[config.mk]
export PLATFORM = sky130hd
export DESIGN_NAME = riscv_mc_ctrl
export DESIGN_NICKNAME = d
export VERILOG_FILES = /design/src/rtl/riscv_mc_ctrl.sv
export SDC_FILE = /design/constraint.sdc
export NUM_CORES = 1
export LEC_CHECK = 0
export BUFFER_PORTS_ARGS = -buffer_cell sky130_fd_sc_hd__clkbuf_2
export CORE_MARGIN = 1
export CORE_UTILIZATION = 49
export CTS_CLUSTER_DIAMETER = 200
export CTS_CLUSTER_SIZE = 12
export DETAILED_ROUTE_END_ITERATION = 8
export PLACE_DENSITY = 0.7
export SYNTH_ARGS = -nofsm -noshare
export SYNTH_HDL_FRONTEND = slang
export SYNTH_SLANG_ARGS = --single-unit
[constraint.sdc]
create_clock -name clk -period 4 [get_ports clk]
set_input_delay 0.4 -clock clk [delete_from_list [all_inputs] [get_ports clk]]
set_output_delay 0.4 -clock clk [all_outputs]
set_load 0.05 [all_outputs]
[src/rtl/riscv_mc_ctrl.sv]
// Multi-cycle RV32I sequencer: FETCH/DECODE/EXEC/MEM/WB with handshakes,
// retired-instruction counter and sticky trap on illegal op or memory timeout.
module riscv_mc_ctrl #(
    parameter  int CNT_WIDTH   = 32,
    parameter  int MEM_TIMEOUT = 255,
    localparam int TO_WIDTH    = $clog2(MEM_TIMEOUT + 2)
) (
    input  logic                 clk,
    input  logic                 rst,
    input  logic                 stall_i,
    output logic                 imem_req_o,
    input  logic                 imem_ack_i,
    output logic                 ir_we_o,
    input  logic                 dec_valid_i,
    input  logic                 dec_load_i,
    input  logic                 dec_store_i,
    input  logic                 dec_rf_wen_i,
    output logic                 dmem_req_o,
    output logic                 dmem_we_o,
    input  logic                 dmem_ack_i,
    output logic                 rf_we_o,
    output logic                 pc_we_o,
    output logic                 trap_o,
    output logic [1:0]           trap_cause_o,
    output logic [CNT_WIDTH-1:0] retired_o,
    output logic [2:0]           state_o
);

    typedef enum logic [2:0] {
        S_FETCH  = 3'd0,
        S_DECODE = 3'd1,
        S_EXEC   = 3'd2,
        S_MEM    = 3'd3,
        S_WB     = 3'd4,
        S_TRAP   = 3'd5
    } state_t;

    localparam logic [TO_WIDTH-1:0] TO_LAST =
        TO_WIDTH'(MEM_TIMEOUT > 0 ? MEM_TIMEOUT - 1 : 0);
    localparam bit TO_EN = (MEM_TIMEOUT != 0);

    state_t                r_state;
    state_t                w_next;
    logic [TO_WIDTH-1:0]   r_to_cnt;
    logic [CNT_WIDTH-1:0]  r_retired;
    logic                  r_trap;
    logic [1:0]            r_cause;

    logic                  w_to_hit;
    logic                  w_to_inc;
    logic [1:0]            w_cause;
    logic                  w_imem_req;
    logic                  w_ir_we;
    logic                  w_dmem_req;
    logic                  w_dmem_we;
    logic                  w_rf_we;
    logic                  w_pc_we;

    assign w_to_hit = TO_EN && (r_to_cnt == TO_LAST);

    always_comb begin
        w_next     = r_state;
        w_cause    = 2'd0;
        w_to_inc   = 1'b0;
        w_imem_req = 1'b0;
        w_ir_we    = 1'b0;
        w_dmem_req = 1'b0;
        w_dmem_we  = 1'b0;
        w_rf_we    = 1'b0;
        w_pc_we    = 1'b0;
        unique case (r_state)
            S_FETCH: begin
                w_imem_req = !stall_i;
                if (w_imem_req && imem_ack_i) begin
                    w_ir_we = 1'b1;
                    w_next  = S_DECODE;
                end else if (w_imem_req) begin
                    if (w_to_hit) begin
                        w_next  = S_TRAP;
                        w_cause = 2'd2;
                    end else begin
                        w_to_inc = TO_EN;
                    end
                end
            end
            S_DECODE: begin
                if (dec_valid_i) begin
                    w_next = S_EXEC;
                end else begin
                    w_next  = S_TRAP;
                    w_cause = 2'd1;
                end
            end
            S_EXEC: begin
                w_next = (dec_load_i | dec_store_i) ? S_MEM : S_WB;
            end
            S_MEM: begin
                w_dmem_req = 1'b1;
                w_dmem_we  = dec_store_i;
                if (dmem_ack_i) begin
                    w_next = S_WB;
                end else if (w_to_hit) begin
                    w_next  = S_TRAP;
                    w_cause = 2'd3;
                end else begin
                    w_to_inc = TO_EN;
                end
            end
            S_WB: begin
                w_rf_we = dec_rf_wen_i & !dec_store_i;
                w_pc_we = 1'b1;
                w_next  = S_FETCH;
            end
            S_TRAP: begin
                w_next = S_TRAP;
            end
            default: begin
                w_next = S_FETCH;
            end
        endcase
    end

    always_ff @(posedge clk or posedge rst) begin
        if (rst) begin
            r_state   <= S_FETCH;
            r_to_cnt  <= '0;
            r_retired <= '0;
            r_trap    <= 1'b0;
            r_cause   <= 2'd0;
        end else begin
            r_state <= w_next;
            // Counter is zero on every entry to a waiting state
            if (w_next != r_state) begin
                r_to_cnt <= '0;
            end else if (w_to_inc) begin
                r_to_cnt <= r_to_cnt + 1'b1;
            end
            if (r_state == S_WB) begin
                r_retired <= r_retired + 1'b1;
            end
            if (w_next == S_TRAP && r_state != S_TRAP) begin
                r_trap  <= 1'b1;
                r_cause <= w_cause;
            end
        end
    end

    assign imem_req_o   = w_imem_req & ~rst;
    assign ir_we_o      = w_ir_we & ~rst;
    assign dmem_req_o   = w_dmem_req & ~rst;
    assign dmem_we_o    = w_dmem_we & ~rst;
    assign rf_we_o      = w_rf_we & ~rst;
    assign pc_we_o      = w_pc_we & ~rst;
    assign trap_o       = r_trap;
    assign trap_cause_o = r_cause;
    assign retired_o    = r_retired;
    assign state_o      = r_state;

endmodule

==> results of run 1 <==
==> layout by cell type, fill, tap and decap left out, types with 7 or more instances in the layout <==
cell / Yosys / final
and3_1: 8 / 8
and4_1: 7 / 7
clkbuf_2: 0 / 52
dfrtp_1: 47 / 47
nand2_1: 20 / 20
nand3_1: 23 / 23
nand4_1: 10 / 10
nor2_1: 20 / 20
xnor2_1: 27 / 27
xor2_1: 12 / 12
==> registers in the layout, indices dropped and copies added (netlist names) <==
register      cells
retired_o        32
r_to_cnt          9
state_o           3
trap_cause_o      2
trap_o            1
==> worst register-to-register path, cell delays in order (launching register included) <==
cell	delay, ns
dfrtp_1	0.54
or4_4	0.62
a221oi_4	0.44
nand4b_1	0.18
xor2_1	0.20
nor2_2	0.04
==> metrics by stage <==
stage          instance area [µm²]  cells
2_1_floorplan                 2370    229
5_1_grt                       2800    337
3_5_place_dp                  2680    329
4_1_cts                       2800    337
6_report                      2800    337
3_3_place_gp                  2680    329
==> final cells by class <==
| cell class | instances | area share [%] |
|---|---|---|
| tap | 52 | 2.32 |
| sequential | 47 | 42.0 |
| timing repair buffer | 53 | 9.57 |
| inverter | 5 | 0.671 |
| clock inverter | 3 | 1.65 |
| multi-input combinational | 172 | 41.3 |
| clock buffer | 5 | 2.46 |
==> power breakdown <==
part / leakage (µW) / switching [µW] / internal [µW]
Sequential: 0.000637 / 93.7 / 518
Clock: 0.0000548 / 166 / 188
Combinational: 0.000649 / 327 / 130
Total: 0.00134 / 587 / 836
==> final timing paths <==
path,startpoint,to,cells past startpoint
worst min register to register,trap_cause_o[1]$_DFFE_PP0P_,trap_cause_o[1]$_DFFE_PP0P_,1
worst min-delay path,rst,state_o[0]$_DFF_PP0_,2
min in group clk,imem_ack_i,trap_cause_o[0]$_DFFE_PP0P_,3
worst max register to register,state_o[0]$_DFF_PP0_,r_to_cnt[4]$_DFFE_PP0P_,5
max in group asynchronous,rst,r_to_cnt[5]$_DFFE_PP0P_,3
worst max-delay path,state_o[2]$_DFF_PP0_,ir_we_o,3
==> kinds of logic after synthesis <==
family | synth area share, %
AO/OA/AOI/OAI | 5.91
XOR/XNOR | 14.4
adder cells (fa/ha/maj) | 1.58
buffers and inverters | 1.69
flip-flops | 49.6
AND/OR/NAND/NOR | 26.8
==> layer usage <==
metal  track usage (%)  vias to the layer above  part of all wire (%)
met5                 0                        -                     0
met2              32.3                       31                    48
met4              7.63                        0                   1.0
li1                  -                      924                     -
met3              3.52                        4                   3.1
met1              29.1                      939                    48
==> results_dict.tcl, run 1 <==
set metrics [dict create \
    yosys-top-cells-count "dfrtp_1, xnor2_1, nand3_1" \
    cp_data_required_time_ns 3.60 \
    dp_hpwl_um 3650 \
    critPathLaunchType "flop" \
    crit_path_cell_trace "nor4_1, and3_1, clkbuf_2" \
    worstPathArrival_ns 1.82 \
    p_leak_uw 0.00134 \
    synth-seq-cells 47 \
    place_ws_ns 1.86 \
    die_height_um 71.6 \
    regArea_um2 1180 \
    syn_nets 241 \
    ios 53 \
    p_per_area_nw_per_um2 508 \
    grt.overflow.total 0 \
    finalNetCount 296 \
    worstMarginPinSlew_ns 0.504 \
    cp_max_fo 13 \
    via_count 1898 \
    synth_edf_count 0 \
    cts.sinks 47 \
    drt_iter0_drc 93 \
    multi_input_area_um2 1160 \
    io_buffers 52 \
    hold_viol_final 0 \
    ant_nets 0 \
    grt_pass1_vias 1769 \
    drc_errors 0 \
    area_growth_syn_to_layout_pct 18.0 \
    grt_pass1_wl_um 8290 \
    final_util_pct 62.1 \
    fill_cells 384 \
    seq_area_frac_synth_pct 49.6 \
    grt_max_degree 40 \
    fmax_ghz 0.450 \
    ys_types 40 \
    whs_ns 0.0214 \
    die_x_um 71.6 \
    row_count 24 \
    ys_async_sr_fraction_pct 100 \
    r2r_slack_ns 1.86 \
    cap_violations 0 \
    dr.pass1.iters 4 \
    cts_tree "yes" \
    num_antenna_cells 0 \
    place.gp.congestion 0.934 \
    via_per_inst 5.63 \
    layout_setup_ws_ns 1.78 \
    yosysWarnings 0 \
    clockRootBuffer "clkbuf_8" \
    fin_setup_tns_ns 0 \
    core_um2 4500 \
    slowest_delay_ns 0.55 \
    path_clk_slew_ns 0.09 \
    syn-cell-area_um2 2370 \
    grt_usage_pct 20.6 \
    start_util_pct 52.7 \
    endpoint_kind "output port" \
    synth_ff_type "dfrtp_1" \
    drive_above_1_share_pct 24.9 \
    wl_um 4870 \
    cts_max_level 2 \
    avgSynthCellArea_um2 10.4 \
    drv_slew 0 \
    synthCells 229 \
    p_total_uw 1420 \
    antenna_found_initial 0 \
    dieArea_um2 5120 \
    synthTopCellsByArea "dfrtp_1, xnor2_1, nand3_1, xor2_1, nand2_1" \
    rsz0062_at_grt "false" \
    criticalPathCategory "flop to output port" \
    numCtsBuffers 5 \
    critPathTopFamily "simple AND/OR/NAND/NOR gates" \
    cts_hold_buffers 0 \
    postCtsSetupBuffers 0 \
    clockBufferDepth 2 \
    insertion_delay_ns 0.30 \
    status "finished, final reports clean" \
    hold_path_class "primary input to async pin" \
    peakVddDrop_mv 0.241 \
    drt-wirelength-per-cell_um 14.5 \
    synth.most_common_cell "dfrtp_1" \
    period_needed_ns 2.22 \
    finalClockSkew_ns 0.00767 \
    relSlewSlack_pct 66.2 \
    cp_num_buf_inv 1 \
    synth_top_area_share_pct 49.6 \
    fin_crit_sh_pct 55.5 \
    finalSetupViolations 0 \
    synth_area_leader_cell "dfrtp_1" \
    crit_slowest_cell "dfrtp_1" \
    post_cts_resized 0 \
]
Note: power is estimated with default switching activity, not from simulation.
==> run 2: changes to the inputs <==
- clock period: 4 -> 2.1 ns (I/O delays scaled with it)
==> run 2 against run 1 <==
Against the previous run: flip-flop and latch count did not move; clock power rose by 60%; cell count grew 3.0%; largest power group unchanged; count of clock-buffer cells in the layout rose by 1; wire length decreased by 1.1%; largest cell class is now multi-input gates; critical endpoint unchanged; register-to-register slack lost 1.7 ns; critical path depth is 1 higher; power up 92%.
==> results_dict.tcl, run 2 (synthesis gave the netlist of run 1 again) <==
set metrics [dict create \
    grt.overflow.total 0 \
    crit_path_cell_trace "buf_4, nor4_1, and3_1, clkbuf_2" \
    worstPathArrival_ns 1.82 \
    wl_um 4820 \
    via_count 1879 \
    finalSetupViolations 0 \
    via_per_inst 5.41 \
    peakVddDrop_mv 0.537 \
    drive_above_1_share_pct 28.5 \
    row_count 24 \
    cts.sinks 47 \
    period_needed_ns 2.03 \
    finalNetCount 306 \
    grt_pass1_vias 1765 \
    drv_slew 0 \
    cts_max_level 2 \
    antenna_found_initial 0 \
    cp_data_required_time_ns 1.89 \
    rsz0062_at_grt "false" \
    final_common_cell "clkbuf_2" \
    hold_viol_final 0 \
    path_clk_slew_ns 0.09 \
    grt_usage_pct 20.4 \
    crit_slowest_cell "nor4_1" \
    whs_ns 0.142 \
    clockBufferDepth 2 \
    fill_cells 399 \
    critPathLaunchType "flop" \
    dr.pass1.iters 4 \
    cp_max_fo 12 \
    fin_crit_sh_pct 96.5 \
    area_growth_syn_to_layout_pct 21.7 \
    insertion_delay_ns 0.29 \
    mostFrequentLayoutCells "clkbuf_2, dfrtp_1, xnor2_1" \
    fmax_ghz 0.493 \
    die_height_um 71.6 \
    largest_register_ffs 32 \
    drt-wirelength-per-cell_um 13.9 \
    p_leak_uw 0.00139 \
    die_x_um 71.6 \
    clockRootBuffer "clkbuf_8" \
    dp_hpwl_um 3560 \
    place.gp.congestion 0.865 \
    dieArea_um2 5120 \
    fin_setup_tns_ns 0 \
    num_antenna_cells 0 \
    drc_errors 0 \
    hold_path_class "primary input to async pin" \
    ant_nets 0 \
    start_util_pct 52.7 \
    numCtsBuffers 5 \
    grt_max_degree 37 \
    status "finished, final reports clean" \
    endpoint_kind "output port" \
    grt_pass1_wl_um 8270 \
    p_per_area_nw_per_um2 944 \
    slowest_delay_ns 0.47 \
    criticalPathCategory "flop to output port" \
    drt_iter0_drc 78 \
    io_buffers 52 \
    ios 53 \
    worstMarginPinSlew_ns 0.471 \
    core_um2 4500 \
    cap_violations 0 \
    relSlewSlack_pct 68.3 \
    cts_tree "yes" \
    finalClockSkew_ns 0.00937 \
]
run 2: where the power goes:
part / switching (µW) / internal (µW)
logic: 731 / 346
clock network: 297 / 269
registers: 96.6 / 987
run 2: final cells by class:
cell class	count	area (µm²)	area share, %
Sequential cell	47	1180	40.7
Clock inverter	2	16.3	0.564
Clock buffer	6	82.6	2.86
Inverter	5	22.5	0.780
Multi-Input combinational cell	172	1180	40.8
Tap cell	52	65.1	2.25
Timing Repair Buffer	63	345	12.0
run 2: path summary, 6_finish.rpt:
path	slack (ns)	to	startpoint	cells past startpoint
max in group asynchronous	1.21	retired_o[29]$_DFFE_PP0N_	rst	3
hold / removal	0.14	retired_o[22]$_DFFE_PP0N_	rst	3
setup / recovery	0.07	ir_we_o	state_o[1]$_DFF_PP0_	4
min in group clk	0.24	trap_cause_o[0]$_DFFE_PP0P_	imem_ack_i	3
hold reg to reg	0.48	retired_o[31]$_DFFE_PP0N_	retired_o[31]$_DFFE_PP0N_	1
setup reg to reg	0.17	r_to_cnt[1]$_DFFE_PP0P_	r_to_cnt[0]$_DFFE_PP0P_	8
run 2: what timing repair did:
item                                    CTS  global route
endpoints found under the setup margin    0             9
hold endpoints to repair                 11             0
hold buffers                              1             0
buffers inserted                          0             2
gates resized for setup                   0             1
run 2: worst max-delay path, delay by kind of cell (launching register included):
family | cells | cell delay, ns
buffers and inverters | 2 | 0.45
DFF | 1 | 0.39
and+or+nand+nor | 2 | 0.69
run 2: layer usage:
layer	part of all wire (%)	GRT usage [%]	wire [µm]	vias up
li1	-	-	-	938
met1	49	30.1	2370	906
met2	47	31.7	2270	33
met3	3.4	4.08	164	2
met4	0.31	3.92	15	0
met5	0	0	0	-
run 2: through the flow:
step                      power, µW  worst slack (ns)  utilization, %  cells  instance area (µm²)
after floorplan                1850            0.0252               -    229                 2390
after global placement         2140             0.166            61.2    336                 2760
after detailed placement       2150            0.0961            61.2    336                 2760
after CTS                      2730            0.0493            63.6    345                 2870
after global routing           2880           0.00662            64.1    347                 2890
final                          2730            0.0725            64.1    347                 2890
==> run 3: changes to the inputs <==
- RECOVER_POWER: not set -> 50
==> run 3 against run 2 <==
Against the previous run: register-to-register slack about the same; clock skew shrank 0.00067 ns; power about the same; critical path depth is the same; via count is 0.37% higher; setup slack worse by 0.011 ns; worst hold slack improved by 0.096 ns.
==> results_dict.tcl, run 3 (synthesis gave the netlist of run 1 again) <==
set metrics [dict create \
    crit_start "state_o[1]$_DFF_PP0_" \
    finalNetCount 306 \
    status "finished, final reports clean" \
    drt-wirelength-per-cell_um 13.9 \
    worstPathArrival_ns 1.83 \
    path_clk_slew_ns 0.09 \
    ios 53 \
    mostFrequentLayoutCells "dfrtp_1, clkbuf_2, xnor2_1" \
    crit_path_cell_trace "buf_4, nor4_1, and3_1, clkbuf_2" \
    grt_pass1_wl_um 8270 \
    dr.pass1.iters 4 \
    regArea_um2 1180 \
    die_x_um 71.6 \
    r2r_cells 8 \
    finalSetupViolations 0 \
    row_count 24 \
    multi_input_area_um2 1180 \
    core_um2 4500 \
    wl_um 4840 \
    final_util_pct 63.4 \
    r2r_end "r_to_cnt[1]$_DFFE_PP0P_" \
    crit_slowest_cell "nor4_1" \
    cts.sinks 47 \
    io_buffers 52 \
    hold_path_depth 3 \
    cp.depth 4 \
    dp_hpwl_um 3560 \
    via_count 1886 \
    switchingPower_uw 1120 \
    drv_slew 0 \
    layout_setup_ws_ns 0.0610 \
    netSwitchingFraction_pct 41.3 \
    critPathTopFamily "simple AND/OR/NAND/NOR gates" \
    period_needed_ns 2.04 \
    hold_viol_final 0 \
    place.gp.congestion 0.865 \
    r2r-start "r_to_cnt[0]$_DFFE_PP0P_" \
    clockBufferDepth 2 \
    pwr-share-seq_pct 39.8 \
    p_per_area_nw_per_um2 954 \
    cp_num_buf_inv 2 \
    num_antenna_cells 0 \
    grt.overflow.total 0 \
    via_per_inst 5.44 \
    rsz0062_at_grt "false" \
    comb_power_share_pct 39.4 \
    crit_path_end "ir_we_o" \
    grt_pass1_vias 1765 \
    cp_data_required_time_ns 1.89 \
    numCtsBuffers 5 \
    peakVddDrop_mv 0.535 \
    area_growth_syn_to_layout_pct 20.3 \
    fmax_ghz 0.490 \
    fin_crit_sh_pct 97.1 \
    cts_max_level 2 \
    endpoint_kind "output port" \
    slowest_delay_ns 0.48 \
    final_common_cell "dfrtp_1" \
    grt_usage_pct 20.4 \
    hold_path_class "primary input to flop" \
    fin_setup_tns_ns 0 \
    clkPwrFrac_pct 20.8 \
    fill_cells 413 \
    antenna_found_initial 0 \
    criticalPathCategory "flop to output port" \
    relSlewSlack_pct 42.8 \
    ant_nets 0 \
    drc_errors 0 \
    largest_register_ffs 32 \
    p_int_uw 1600 \
    place_ws_ns 0.0961 \
    critPathLaunchType "flop" \
    worstMarginPinSlew_ns 0.858 \
    cp_max_fo 12 \
    clockRootBuffer "clkbuf_8" \
    cap_violations 0 \
    drive_above_1_share_pct 21.0 \
    start_util_pct 52.7 \
    cts_tree "yes" \
    insertion_delay_ns 0.29 \
    whs_ns 0.238 \
    finalClockSkew_ns 0.00870 \
    dieArea_um2 5120 \
    grt_max_degree 37 \
    drt_iter0_drc 94 \
    r2r_slack_ns 0.17 \
    p_leak_uw 0.00131 \
    die_height_um 71.6 \
]
-- run 3: cell types whose count changed in the layout (fill, tap and decap cells not counted) --
cell and change:
clkbuf_2 -21, buf_4 -1, clkinvlp_4 -1, clkinvlp_2 +1, clkbuf_1 +22
-- run 3: metal layers --
layer / vias to the layer above / track usage, % / wire [µm]
li1: 937 / - / -
met1: 918 / 30.1 / 2400
met2: 29 / 31.7 / 2250
met3: 2 / 4.08 / 175
met4: 0 / 3.92 / 15
met5: - / 0 / 0
-- run 3: stage by stage --
stage / std cells / cell area [µm²] / power (µW)
4_1_cts: 345 / 2870 / 2730
5_1_grt: 347 / 2850 / 2880
3_5_place_dp: 336 / 2760 / 2150
2_1_floorplan: 229 / 2390 / 1850
6_report: 347 / 2850 / 2720
3_3_place_gp: 336 / 2760 / 2140
-- run 3: power by group through the flow --
stage	clock network [µW]	logic [µW]	registers (µW)
6_report	567	1070	1080
5_1_grt	611	1170	1100
4_1_cts	586	1060	1090
3_5_place_dp	0	1050	1100
3_3_place_gp	0	1040	1100
2_1_floorplan	0	528	1320
-- run 3: worst min-delay path by stage --
stage | slack (ns) | end | from
final | 0.24 | trap_cause_o[0]$_DFFE_PP0P_ | imem_ack_i
after global routing | 0.28 | trap_cause_o[0]$_DFFE_PP0P_ | imem_ack_i
after CTS | 0.15 | retired_o[22]$_DFFE_PP0N_ | rst
after detailed placement | 0.24 | retired_o[1]$_DFFE_PP0N_ | rst
after global placement | 0.23 | retired_o[1]$_DFFE_PP0N_ | rst
after floorplan | 0.24 | r_to_cnt[0]$_DFFE_PP0P_ | rst
-- run 3: tightest hold or removal path, delay by kind of cell --
| kind | cells | cell delay, ns |
|---|---|---|
| buffers and inverters | 1 | 0.12 |
| AO/OA/AOI/OAI | 1 | 0.11 |
| AND/OR/NAND/NOR | 1 | 0.06 |
-- run 3: layout make-up --
| class | instances | area share [%] |
|---|---|---|
| clock buffer | 6 | 2.89 |
| clock inverter | 2 | 0.570 |
| inverter | 5 | 0.701 |
| multi-input combinational | 172 | 41.3 |
| sequential | 47 | 41.2 |
| tap | 52 | 2.28 |
| timing repair buffer | 63 | 11.0 |
-- run 3: repair_timing --
item / in CTS / in global routing
hold endpoints to repair: 11 / 0
setup endpoints to repair: 0 / 9
buffers inserted: 0 / 2
gates resized for setup: 0 / 1
hold buffers: 1 / 0
